**config.mk**
```make
export PLATFORM = sky130hd
export DESIGN_NAME = ld_ctrl
export DESIGN_NICKNAME = d
export VERILOG_FILES = /design/src/rtl/ld_ctrl.sv
export SDC_FILE = /design/constraint.sdc
export NUM_CORES = 1
export LEC_CHECK = 0
export ABC_AREA = 1
export BUFFER_PORTS_ARGS = -buffer_cell sky130_fd_sc_hd__buf_2
export CORE_AREA = 4 4 52 101
export CTS_CLUSTER_DIAMETER = 60
export CTS_CLUSTER_SIZE = 24
export DETAILED_ROUTE_END_ITERATION = 10
export DIE_AREA = 0 0 56 105
export GPL_ROUTABILITY_DRIVEN = 0
export PLACE_DENSITY_LB_ADDON = 0.05
export SYNTH_ARGS = -nofsm -noshare
export SYNTH_HDL_FRONTEND = slang
export SYNTH_SLANG_ARGS = --single-unit
```
**constraint.sdc**
```tcl
create_clock -name clk -period 1.44 [get_ports clk]
set_clock_uncertainty 0.1 [all_clocks]
set_input_delay 0.072 -clock clk [delete_from_list [all_inputs] [get_ports clk]]
set_output_delay 0.072 -clock clk [all_outputs]
set_load 0.005 [all_outputs]
```
**src/rtl/ld_ctrl.sv**
```systemverilog
// ld_ctrl: handshaked load sequencer between the instruction decoder and the
// register file / data memory.
//
// Accepts one load instruction at a time on ins/ins_valid/ins_ready. A memory
// load issues a read on the data-memory port (mem_addr/mem_rd) and waits for
// mem_ack. An immediate load merges an 8-bit immediate into one byte of the
// destination register. The result is written through wr_en/wr_sel/wr_data,
// and done pulses for one cycle when the write happens.
//
// Optional feature: define LD_CTRL_TIMEOUT_EN to abandon a read that has not
// been acknowledged within TIMEOUT cycles. An abandoned read pulses err. When
// the macro is undefined, the read waits indefinitely and err is tied to 0.
//
// Ports:
//   clk, rst              clock, asynchronous active-high reset
//   ins, ins_valid        load instruction and its valid strobe
//   ins_ready             controller idle and able to accept ins
//   reg_a, reg_b          current register contents (immediate merge)
//   mem_addr, mem_rd      data-memory read address and request
//   mem_data, mem_ack     read data and acknowledge
//   wr_en, wr_sel         register write strobe and destination (0=A, 1=B)
//   wr_data               register write data
//   done, err             one-cycle pulses: load retired / load abandoned
module ld_ctrl #(
   parameter int unsigned TIMEOUT = 15
) (
   input  logic        clk,
   input  logic        rst,
   input  logic [15:0] ins,
   input  logic        ins_valid,
   output logic        ins_ready,
   input  logic [15:0] reg_a,
   input  logic [15:0] reg_b,
   output logic [7:0]  mem_addr,
   output logic        mem_rd,
   input  logic [15:0] mem_data,
   input  logic        mem_ack,
   output logic        wr_en,
   output logic        wr_sel,
   output logic [15:0] wr_data,
   output logic        done,
   output logic        err
);

   localparam int unsigned CNT_W  = 8;
   localparam logic [CNT_W-1:0] CNT_LAST = CNT_W'(TIMEOUT - 1);

   typedef enum logic [1:0] {
      IDLE  = 2'd0,
      REQ   = 2'd1,
      WRITE = 2'd2
   } state_t;

   state_t      state;
   logic [15:0] ins_q;
   logic [15:0] data_q;
   logic [15:0] sel_reg;
   logic [15:0] imm_data;

`ifdef LD_CTRL_TIMEOUT_EN
   logic [CNT_W-1:0] wait_cnt;
`endif

   // Sequencer: state, latched instruction/data and registered strobes.
   always_ff @(posedge clk or posedge rst) begin
      if (rst) begin
         state     <= IDLE;
         ins_q     <= '0;
         data_q    <= '0;
         ins_ready <= 1'b1;
         mem_rd    <= 1'b0;
         wr_en     <= 1'b0;
         wr_sel    <= 1'b0;
         done      <= 1'b0;
`ifdef LD_CTRL_TIMEOUT_EN
         err       <= 1'b0;
         wait_cnt  <= '0;
`endif
      end else begin
         wr_en <= 1'b0;
         done  <= 1'b0;
`ifdef LD_CTRL_TIMEOUT_EN
         err   <= 1'b0;
`endif
         case (state)
            IDLE: begin
               if (ins_valid) begin
                  ins_q     <= ins;
                  ins_ready <= 1'b0;
                  if (ins[10]) begin
                     state  <= WRITE;
                     wr_en  <= 1'b1;
                     done   <= 1'b1;
                     wr_sel <= ins[11];
                  end else begin
                     state  <= REQ;
                     mem_rd <= 1'b1;
`ifdef LD_CTRL_TIMEOUT_EN
                     wait_cnt <= '0;
`endif
                  end
               end
            end
            REQ: begin
               // An ack always wins, even in the cycle the wait limit is hit.
               if (mem_ack) begin
                  data_q <= mem_data;
                  mem_rd <= 1'b0;
                  state  <= WRITE;
                  wr_en  <= 1'b1;
                  done   <= 1'b1;
                  wr_sel <= ins_q[11];
               end
`ifdef LD_CTRL_TIMEOUT_EN
               else if (wait_cnt == CNT_LAST) begin
                  mem_rd    <= 1'b0;
                  state     <= IDLE;
                  ins_ready <= 1'b1;
                  err       <= 1'b1;
               end else begin
                  wait_cnt <= wait_cnt + CNT_W'(1);
               end
`endif
            end
            WRITE: begin
               state     <= IDLE;
               ins_ready <= 1'b1;
            end
            default: begin
               state     <= IDLE;
               ins_ready <= 1'b1;
               mem_rd    <= 1'b0;
            end
         endcase
      end
   end

`ifndef LD_CTRL_TIMEOUT_EN
   assign err = 1'b0;
`endif

   // Immediate merge uses the destination register as seen in the WRITE cycle.
   assign sel_reg  = ins_q[11] ? reg_b : reg_a;
   assign imm_data = ins_q[9] ? {ins_q[7:0], sel_reg[7:0]}
                              : {sel_reg[15:8], ins_q[7:0]};

   assign wr_data  = (state == WRITE) ? (ins_q[10] ? imm_data : data_q) : 16'h0000;
   assign mem_addr = ins_q[7:0];

   // Instruction bits with no function here, and the limit when unused.
   logic unused_bits;
   assign unused_bits = ^{ins_q[15:12], ins_q[8], CNT_LAST};

endmodule

```
==> run summary, run 1 <==
The run finished, with violations left. The checks that failed: setup timing. The root buffer cell is sky130_fd_sc_hd__clkbuf_8.

The leakage power total came out at 1.65 nW. STA classifies the critical path endpoint as an output pin. The depth of the CTS H-tree came out at 2.

The number of buffers created by CTS came out at 5. No sink is reached through more buffers than the 2 on the longest clock path. The power density normalized to cell area is 1370 mW/mm^2. The number of nets with antenna violations after routing is 0.

In this run the horizontal extent of the chip is 56 microns. The data arrival time of the worst path is 1.33 ns. The pre-CTS setup slack came out at 0.119 ns.

The Yosys step of the flow raised 0 warnings. The finished cells cover 0.00294 sq mm. The residual DRC count is 0. The area after detailed placement is 0.00246 sq mm. The final net count is 465.

The final setup violation count is 16. By startpoint and endpoint, the worst setup path is classified as flop to output pin. The half-perimeter wire length of the detailed placement result is 4.06 mm.

The number of instances in the placed design is 411. After clock tree synthesis, the clock-pin slew on the worst setup and hold paths is 0.06 ns. The worst-case vdd ir drop came out at 0.00100 V.

The library cell contributing the largest single delay on the critical path is sky130_fd_sc_hd__dfrtp_2. The dominant register cell in the synthesized netlist is sky130_fd_sc_hd__dfrtp_1. The overflow left after global routing came out at 0. The initial core utilization is 0.445.

The count of inserted antenna diode cells came out at 0. The distinct cell type count of the synthesized netlist came out at 24. Traced cell by cell, the critical path runs through nor2_4, o21ai_1, a21oi_1, buf_2. The maximum fanout encountered on the critical timing path is 8. The die area came out at 0.00588 sq mm. The sum of negative setup slack is -0.721 ns. The overall fraction of global-route tracks in use is 0.202. The fraction of layout instances using a drive strength above 1 came out at 0.365. Setup repair after global routing could not meet its margin everywhere. The number of flops mapped to enable cells by yosys came out at 0. Counting the fill cells in the layout gives 464. The count of non-filler cells in the finished layout is 452. The sequential element share of the synthesized area is 0.409.

After detailed routing, the average wire length per cell comes to 13.2 microns. The cell count after synthesis is 278. The synthesis-to-finish area growth is 45.3%.

The overall power after layout came out at 4.04 mW. Each instance of the synthesized netlist takes up on average 7.28 sq um. The via count of the first global-routing pass is 2037. The highest cell delay on the worst timing path came out at 0.46 ns. The proportion of synthesized flip-flops having asynchronous set or reset came out at 1.00.

The first TritonRoute pass finished after 4 iterations. The endpoint required time on the critical path is 1.27 ns. The total core area is 0.00455 sq mm. The worst setup margin came out at -0.0646 ns. In this run the tool buffered the top-level ports with 91 buffer cells. The clock net in this run drives a total of 33 sinks.

The insertion delay to the later sink of the worst-skew pair came out at 0.28 ns. The routed wire length is 5.95 mm. Across the whole layout, storage elements account for 830 sq um. The fmax came out at 665 MHz. The count of standard-cell rows came out at 35. The flip-flop and latch count after synthesis came out at 33. The starting DRC count in detailed routing is 120. The worst hold path class is primary input to flop. The number of antenna violations at the first check in global routing came to 0. The worst setup path is launched from a flop.

The number of max-slew violations in the final report came out at 0. The CTS tree is yes. The synthesized net count is 346. The via count is 2139.

The number of hold violations in the final report came out at 0. The share of the clock period used by the worst path is 1.04. Grouping stages by cell kind, the critical path spends the most delay in flip-flops. The count of max-cap constraint violations is 0. In the routed layout, each cell is associated on average with a via count of 4.73. The minimum clock period came out at 1.50 ns. Hold is met by 0.0130 ns.

The cell area after synthesis came out at 0.00202 sq mm. The global-route wire length before repair is 9.53 mm. Together, buffers and inverters on the worst path number 1. Entering global routing, the biggest net connects 34 pins.

98 I/O pins were placed. The die extent in y is 105 microns. The multi-input combinational cells in the finished layout cover a total of 966 sq um.

The final design utilization is 0.646.
[layer usage]
layer / track usage / routed length [microns] / vias up
li1: - / - / 1111
met1: 0.220 / 2160 / 961
met2: 0.369 / 3350 / 60
met3: 0.0445 / 341 / 7
met4: 0.0747 / 98 / 0
met5: 0 / 0 / -
[flip-flops by register name (all words and copies together), names as in the netlist]
signal and count:
data_q 16, done 1, ins_q 11, ins_ready 1, mem_rd 1, state 2
wr_sel 1
[tightest hold or removal path, stage by stage]
cell                      delay [ns]
sky130_fd_sc_hd__buf_2          0.12
sky130_fd_sc_hd__nand3_2        0.11
sky130_fd_sc_hd__nand2_1        0.05
[worst paths after layout]
path,from,to,slack (ns),cells past startpoint
hold reg to reg,mem_rd$_DFFE_PP0P_,mem_rd$_DFFE_PP0P_,0.37,2
max in group asynchronous,rst,ins_ready$_DFFE_PP1P_,0.57,4
setup / recovery,state[0]$_DFFE_PP0P_,wr_data[5],-0.06,4
hold / removal,ins[10],state[1]$_DFFE_PP0P_,0.01,3
setup reg to reg,state[0]$_DFFE_PP0P_,data_q[0]$_DFFE_PP0P_,0.06,5
min in group asynchronous,rst,ins_q[4]$_DFFE_PP0P_,0.34,4
[cell usage after synthesis (2+ instances only)]
master | instances | area, sq um
sky130_fd_sc_hd__a21oi_1 | 32 | 160
sky130_fd_sc_hd__buf_2 | 4 | 20.0
sky130_fd_sc_hd__buf_4 | 12 | 90.1
sky130_fd_sc_hd__buf_6 | 5 | 56.3
sky130_fd_sc_hd__clkbuf_1 | 2 | 7.51
sky130_fd_sc_hd__clkinv_1 | 2 | 7.51
sky130_fd_sc_hd__dfrtp_1 | 32 | 801
sky130_fd_sc_hd__inv_1 | 20 | 75.1
sky130_fd_sc_hd__inv_2 | 2 | 7.51
sky130_fd_sc_hd__nand2_1 | 116 | 435
sky130_fd_sc_hd__nand3_1 | 4 | 20.0
sky130_fd_sc_hd__nor2_4 | 2 | 22.5
sky130_fd_sc_hd__o21ai_0 | 18 | 90.1
sky130_fd_sc_hd__o21ai_1 | 4 | 20.0
sky130_fd_sc_hd__o21ai_2 | 14 | 123
[cells by family (layout without fill, tap and decap cells)]
| group | after synthesis | count (layout) | share of synthesized area |
|---|---|---|---|
| other | 1 | 1 | 0.00185 |
| buffers and inverters | 48 | 166 | 0.134 |
| DFF | 33 | 33 | 0.409 |
| and+or+nand+nor | 127 | 128 | 0.258 |
| AOI/OAI and AO/OA | 69 | 69 | 0.198 |
[area by class of cell]
cell class                      count  area share
Multi-Input combinational cell    198       0.328
Timing Repair Buffer              134       0.300
Sequential cell                    33       0.282
Inverter                           25      0.0370
Clock buffer                        7      0.0293
Tap cell                           55      0.0234
[cells in the final DEF (no fill, tap or decap), types with 2 or more instances in the layout]
master	count
sky130_fd_sc_hd__o21ai_1	12
sky130_fd_sc_hd__clkinv_1	2
sky130_fd_sc_hd__o21ai_0	7
sky130_fd_sc_hd__dfrtp_2	2
sky130_fd_sc_hd__inv_1	20
sky130_fd_sc_hd__buf_2	91
sky130_fd_sc_hd__a21oi_1	29
sky130_fd_sc_hd__clkbuf_8	6
sky130_fd_sc_hd__dfrtp_1	30
sky130_fd_sc_hd__nor2_4	3
sky130_fd_sc_hd__dlygate4sd3_1	28
sky130_fd_sc_hd__a21oi_2	3
sky130_fd_sc_hd__nand2_1	116
sky130_fd_sc_hd__o21ai_2	17
sky130_fd_sc_hd__nand3_1	3
sky130_fd_sc_hd__buf_4	12
[repair_timing]
| item | 4_1_cts | 5_1_grt |
|---|---|---|
| buffers inserted | 2 | 1 |
| gates cloned | 1 | 2 |
| pin swaps | 1 | 2 |
| endpoints found under the hold margin | 59 | 0 |
| hold buffers | 28 | 0 |
| gates resized for setup | 14 | 15 |
| endpoints found under the setup margin | 16 | 25 |
[where the power goes]
part / switching (mW) / internal [mW]
clock: 0.314 / 0.379
combinational: 0.954 / 0.782
sequential: 0.310 / 1.30
total: 1.58 / 2.47
(Power assumes the default switching activity.)
==> run 2, diff against run 1 <==
- SKIP_LAST_GASP: default -> 1
==> run summary, run 2 (synthesized netlist as in run 1, its figures left out) <==
The flow ran to the end, but the final reports show violations. The final reports fail on setup timing. The number of buffers added on ports is 91 (unchanged). The switching part of the total came out at 0.390 (-0.000454). The power density normalized to cell area came out at 1370 mW/mm^2 (about the same). The library cell contributing the largest single delay on the critical path is sky130_fd_sc_hd__dfrtp_2.

The part of the power in registers came to 0.399 (about the same). The via count of the first global-routing pass was 2037 (unchanged). The synthesis-to-finish area growth is 45.1%. The type of origin of the critical path is a flop. The number of antenna violations at the first check in global routing is 0 (unchanged).

The residual DRC count came to 0 (unchanged). The number of top-level pins came out at 98 (unchanged). The finished layout cell area is 0.00294 sq mm (-0.13%). The sum of negative setup slack came out at -0.756 ns (-0.0351 ns).

The endpoint required time on the critical path came out at 1.27 ns (about the same). The final setup violation count is 16 (unchanged). The setup slack of the worst register-to-register path is 0.06 ns (about the same).

STA classifies the critical path endpoint as an output pin. The detail-routed net length per standard cell came out at 13.2 microns (+0.12%). The worst-case hold slack was 0.0130 ns (-0.0000628 ns). The maximum number of buffers from clock root to sink is 2 (unchanged).

The fmax is 664 MHz (-0.11%). The number of buffers created by CTS is 5 (unchanged). The insertion delay to the later sink of the worst-skew pair was 0.28 ns (about the same). The largest registers in the layout are data_q x16, ins_q x11, state x2. The critical path in this run is classified as flop to output pin.

The minimum clock period came to 1.51 ns (+0.00162 ns). The routed wire length came to 5.96 mm (+0.12%). The number of sinks on the clock net came out at 33 (unchanged).

The data arrival time of the worst path was 1.33 ns (about the same). The first-pass detailed-route iteration total was 4 (unchanged). The global-route wire length before repair was 9.53 mm (unchanged). The largest net degree at the start of global routing is 34 (unchanged). The root buffer cell is sky130_fd_sc_hd__clkbuf_8.

The overall fraction of global-route tracks in use is 0.202 (unchanged). The library cells used most frequently in the layout, excluding fill and tap cells, are sky130_fd_sc_hd__nand2_1, sky130_fd_sc_hd__buf_2, sky130_fd_sc_hd__a21oi_1, sky130_fd_sc_hd__dfrtp_1, sky130_fd_sc_hd__dlygate4sd3_1. The highest cell delay on the worst timing path was 0.46 ns (about the same).

The number of vias per cell after detailed routing is 4.76 (+0.65%). The maximum fanout encountered on the critical timing path came out at 8 (unchanged). The via count came to 2153 (+0.65%). The net switching power came out at 1.57 mW (-0.24%). The sequential cell area in the final layout came out at 830 sq um (unchanged). The leakage power total is 1.65 nW (about the same).

The final net count came to 465 (unchanged). The signal on the critical path passes through nor2_4, o21ai_1, a21oi_1, buf_2. The number of instances in the placed design is 411 (unchanged). The number of max-slew violations in the final report came out at 0 (unchanged). The final design utilization came out at 0.645 (-0.000824). The number of fill cells in the layout came out at 463 (-0.22%). The pre-CTS setup slack is 0.119 ns (unchanged). The number of nets with antenna violations after routing came out at 0 (unchanged).

The internal cell power came out at 2.46 mW (about the same). The combinational share of power is 0.429 (about the same). The count of standard-cell rows came out at 35 (unchanged). The horizontal die dimension is 56 microns (unchanged). The die extent in y came out at 105 microns (unchanged). The clock transition at the registers of the reported paths was 0.06 ns (about the same).

The total core area is 0.00455 sq mm (unchanged). The number of hold violations in the final report came to 0 (unchanged). The half-perimeter wire length of the detailed placement result came out at 4.06 mm (unchanged). The worst-case vdd ir drop was 0.00101 V (+0.29%). The overall power after layout is 4.04 mW (-0.13%). The area after detailed placement is 0.00246 sq mm (unchanged). The share of the clock period used by the worst path came to 1.05 (+0.00113). The initial core utilization came out at 0.445 (unchanged). The die area is 0.00588 sq mm (unchanged).

The worst setup margin came out at -0.0662 ns (-0.00162 ns). The overflow left after global routing is 0 (unchanged). The register with the highest flop count is data_q. The count of non-filler cells in the finished layout came out at 452 (unchanged). The starting DRC count in detailed routing is 99 (-18%). The area of combinational cells with multiple inputs came out at 962 sq um (-0.39%).

Setup repair after global routing could not meet its margin everywhere. The fraction of layout instances using a drive strength above 1 came out at 0.363 (-0.00252). The CTS tree is yes.

The count of max-cap constraint violations came to 0 (unchanged). The count of inserted antenna diode cells is 0 (unchanged). The share of total power in the clock network came out at 0.172 (about the same).

The depth of the CTS H-tree came out at 2 (unchanged). The flip-flop count of the largest register, all copies and words added is 16 (unchanged). The tightest min-delay check is of the primary input to flop type.

The library cell used most frequently in the layout, excluding fill and tap cells, is sky130_fd_sc_hd__nand2_1.
## run 2: cell types whose count changed in the layout (fill, tap and decap cells not counted)
cell / before / now
sky130_fd_sc_hd__a21oi_1: 29 / 30
sky130_fd_sc_hd__a21oi_2: 3 / 2
## run 2: power by group through the flow
| stage | logic (mW) | clock network [mW] | registers [mW] |
|---|---|---|---|
| CTS | 1.67 | 0.727 | 1.59 |
| finish | 1.73 | 0.695 | 1.61 |
| global route | 1.97 | 0.746 | 1.66 |
| detailed placement | 1.55 | 0 | 1.58 |
| floorplan | 1.17 | 0 | 1.50 |
| global placement | 1.54 | 0 | 1.58 |
## run 2: worst paths after layout
check                                     start               endpoint  cells past startpoint
min in group asynchronous                   rst   ins_q[4]$_DFFE_PP0P_                      4
hold / removal                          ins[10]   state[1]$_DFFE_PP0P_                      3
setup / recovery           state[0]$_DFFE_PP0P_             wr_data[5]                      4
hold reg to reg              mem_rd$_DFFE_PP0P_     mem_rd$_DFFE_PP0P_                      2
max in group asynchronous                   rst  ins_ready$_DFFE_PP1P_                      4
setup reg to reg           state[0]$_DFFE_PP0P_  data_q[0]$_DFFE_PP0P_                      5
## run 2: critical path: cells and delay by family, from the launching register on
family | cells | cell delay, ns
AO/OA/AOI/OAI | 2 | 0.22
buffers and inverters | 1 | 0.13
flip-flops | 1 | 0.46
AND/OR/NAND/NOR | 1 | 0.24
## run 2: per-layer routing
metal	vias to the layer above	GRT usage	wire [microns]
met2	62	0.369	3300
met5	-	0	0
met3	9	0.0445	345
met1	971	0.220	2200
met4	0	0.0747	114
li1	1111	-	-
## run 2: timing repair
action	CTS	global route
gates cloned	1	2
buffers inserted	2	1
pin swaps	1	2
hold buffers	28	0
resized for setup	13	15
hold endpoints to repair	59	0
endpoints found under the setup margin	16	25
## run 2: final cells by class
cell class	count	share of cell area
multi-input cells	198	0.328
repair buffers	134	0.300
flip-flops and latches	33	0.282
inverters	25	0.0371
clock buffers	7	0.0294
well taps	55	0.0234
==> run 3, diff against run 2 <==
- MAX_ROUTING_LAYER: default -> met4
==> run summary, run 3 (synthesized netlist as in run 1, its figures left out) <==
The insertion delay to the later sink of the worst-skew pair is 0.27 ns (about the same). The min-delay analysis places its worst path in the category primary input to flop. The detail-routed net length per standard cell is 13.2 microns (-0.12%). The worst-case hold slack is 0.0143 ns (+0.00130 ns). The synthesis-to-finish area growth is 45.1% (unchanged). The run finished, with violations left. The horizontal die dimension is 56 microns (unchanged). The count of standard-cell rows came out at 35 (unchanged).

After global routing, the most crowded layer is met2. The type of the worst setup path is flop to output pin. The finished layout cell area is 0.00294 sq mm (unchanged). Ranked by flip-flop count, first place goes to data_q. The half-perimeter wire length of the detailed placement result came out at 4.06 mm (unchanged). The combined buffer and inverter count along the critical path is 1 (unchanged).

The number of vias per cell after detailed routing came out at 4.77 (about the same). The worst-case vdd ir drop came out at 0.00101 V (about the same). The count of inserted antenna diode cells is 0 (unchanged). The via count came out at 2154 (+0.046%).

The die area came out at 0.00588 sq mm (unchanged). The overall fraction of global-route tracks in use came out at 0.207 (+0.00547). The routed wire length came out at 5.95 mm (-0.12%). In the final layout, the registers with the most flip-flops are data_q x16, ins_q x11, state x2. The flip-flop count of the largest register, all copies and words added came out at 16 (unchanged). The fraction of layout instances using a drive strength above 1 came out at 0.363 (unchanged).

In the layout the commonest cells are sky130_fd_sc_hd__nand2_1, sky130_fd_sc_hd__buf_2, sky130_fd_sc_hd__a21oi_1, sky130_fd_sc_hd__dfrtp_1, sky130_fd_sc_hd__dlygate4sd3_1. The via count of the first global-routing pass came out at 2034 (-0.15%). The overall power after layout came out at 4.04 mW (about the same).

The leakage power total came out at 1.65 nW (unchanged). The data arrival time of the worst path is 1.33 ns (about the same). The tree is rooted in a sky130_fd_sc_hd__clkbuf_8. The maximum fanout encountered on the critical timing path is 8 (unchanged). The largest individual stage delay along the critical path comes from the cell sky130_fd_sc_hd__dfrtp_2. The highest cell delay on the worst timing path came out at 0.46 ns (about the same). Setup repair after global routing could not meet its margin everywhere.

The number of max-slew violations in the final report is 0 (unchanged). The depth of the CTS H-tree came out at 2 (unchanged). The total core area is 0.00455 sq mm (unchanged). The signal on the critical path passes through nor2_4, o21ai_1, a21oi_1, buf_2. The number of nets with antenna violations after routing is 0 (unchanged). The die extent in y came to 105 microns (unchanged). The number of hold violations in the final report came to 0 (unchanged). The minimum clock period came out at 1.50 ns (-0.00338 ns).

The share of the clock period used by the worst path came out at 1.04 (-0.00234). The fmax is 665 MHz (+0.22%). The CTS tree is yes.

The first-pass detailed-route iteration total came out at 4 (unchanged). The count of max-cap constraint violations came to 0 (unchanged). The final net count came to 465 (unchanged).

The starting DRC count in detailed routing is 116 (+17%). The area after detailed placement is 0.00246 sq mm (unchanged). STA classifies the critical path startpoint as a flop. The final setup violation count was 16 (unchanged). The initial core utilization is 0.445 (unchanged). The number of sinks on the clock net came out at 33 (unchanged). The global-route met1 utilization came to 0.221 (+0.000781). The final reports fail on setup timing.

The endpoint required time on the critical path is 1.27 ns (about the same). The overflow left after global routing came out at 0 (unchanged). The number of buffers created by CTS is 5 (unchanged). The residual DRC count came out at 0 (unchanged). The number of antenna violations at the first check in global routing was 0 (unchanged). The largest net degree at the start of global routing is 34 (unchanged).

The category of the worst setup path capture point is an output pin. The most frequent standard cell in the layout excluding fill and tap cells is sky130_fd_sc_hd__nand2_1. The number of buffers added on ports came to 91 (unchanged).

The global-route wire length before repair was 9.52 mm (about the same). The clock transition at the registers of the reported paths was 0.07 ns (about the same). The number of top-level pins came out at 98 (unchanged). The global-route track usage on met2 is 0.368 (-0.000838). Broken down by cell family, the worst path's largest delay share belongs to flip-flops. The worst setup margin was -0.0628 ns (+0.00338 ns). The power density normalized to cell area is 1370 mW/mm^2 (about the same). The met3 routing resource usage after global routing is 0.0445 (unchanged). The maximum number of buffers from clock root to sink came to 2 (unchanged).
-- run 3: cell counts in the layout (fill, tap and decap cells not counted) --
Identical to the previous run, type by type.
-- run 3: worst reg2reg max path, delay by kind of cell (launching register included) --
family / cells / cell delay [ns]
buffers and inverters: 3 / 0.52
AO/OA/AOI/OAI: 1 / 0.07
flip-flops: 1 / 0.46
AND/OR/NAND/NOR: 1 / 0.12
-- run 3: cell type report --
cell class | instances | area [sq um]
Inverter | 25 | 109
Multi-Input combinational cell | 198 | 962
Tap cell | 55 | 68.8
Clock buffer | 7 | 86.3
Timing Repair Buffer | 134 | 882
Fill cell | 463 | 1620
Sequential cell | 33 | 830
-- run 3: per-stage QoR --
step | utilization | TNS [ns] | setup slack [ns] | cells
detailed placement | 0.541 | 0 | 0.119 | 411
global route | 0.645 | -2.19 | -0.161 | 452
floorplan | - | 0 | 0.240 | 278
CTS | 0.630 | -0.739 | -0.0632 | 449
finish | 0.645 | -0.686 | -0.0628 | 452
global placement | 0.541 | 0 | 0.140 | 411
-- run 3: worst paths after layout --
path,start,endpoint,slack (ns),cells past startpoint
min,ins[10],state[1]$_DFFE_PP0P_,0.01,3
max in group asynchronous,rst,ins_ready$_DFFE_PP1P_,0.57,4
max reg2reg,state[0]$_DFFE_PP0P_,data_q[0]$_DFFE_PP0P_,0.06,5
min reg2reg,mem_rd$_DFFE_PP0P_,mem_rd$_DFFE_PP0P_,0.37,2
max,state[0]$_DFFE_PP0P_,wr_data[14],-0.06,4
min in group asynchronous,rst,ins_q[3]$_DFFE_PP0P_,0.35,4
-- run 3: per-layer routing --
layer	part of all wire	vias to the layer above
met5	0	-
met4	0.015	0
met3	0.057	8
met2	0.56	62
met1	0.37	970
li1	-	1114
-- run 3: report_power, final --
group	internal, mW	leakage, nW	switching, mW
Combinational	0.781	1.20	0.949
Sequential	1.30	0.407	0.308
Clock	0.379	0.0443	0.316
Total	2.46	1.65	1.57
-- run 3: what timing repair did --
item                                    CTS  global route
buffers inserted                          2             1
endpoints found under the setup margin   16            25
hold endpoints to repair                 59             0
cloned                                    1             2
pin swaps                                 1             2
hold buffers                             28             0
gates resized for setup                  13            15
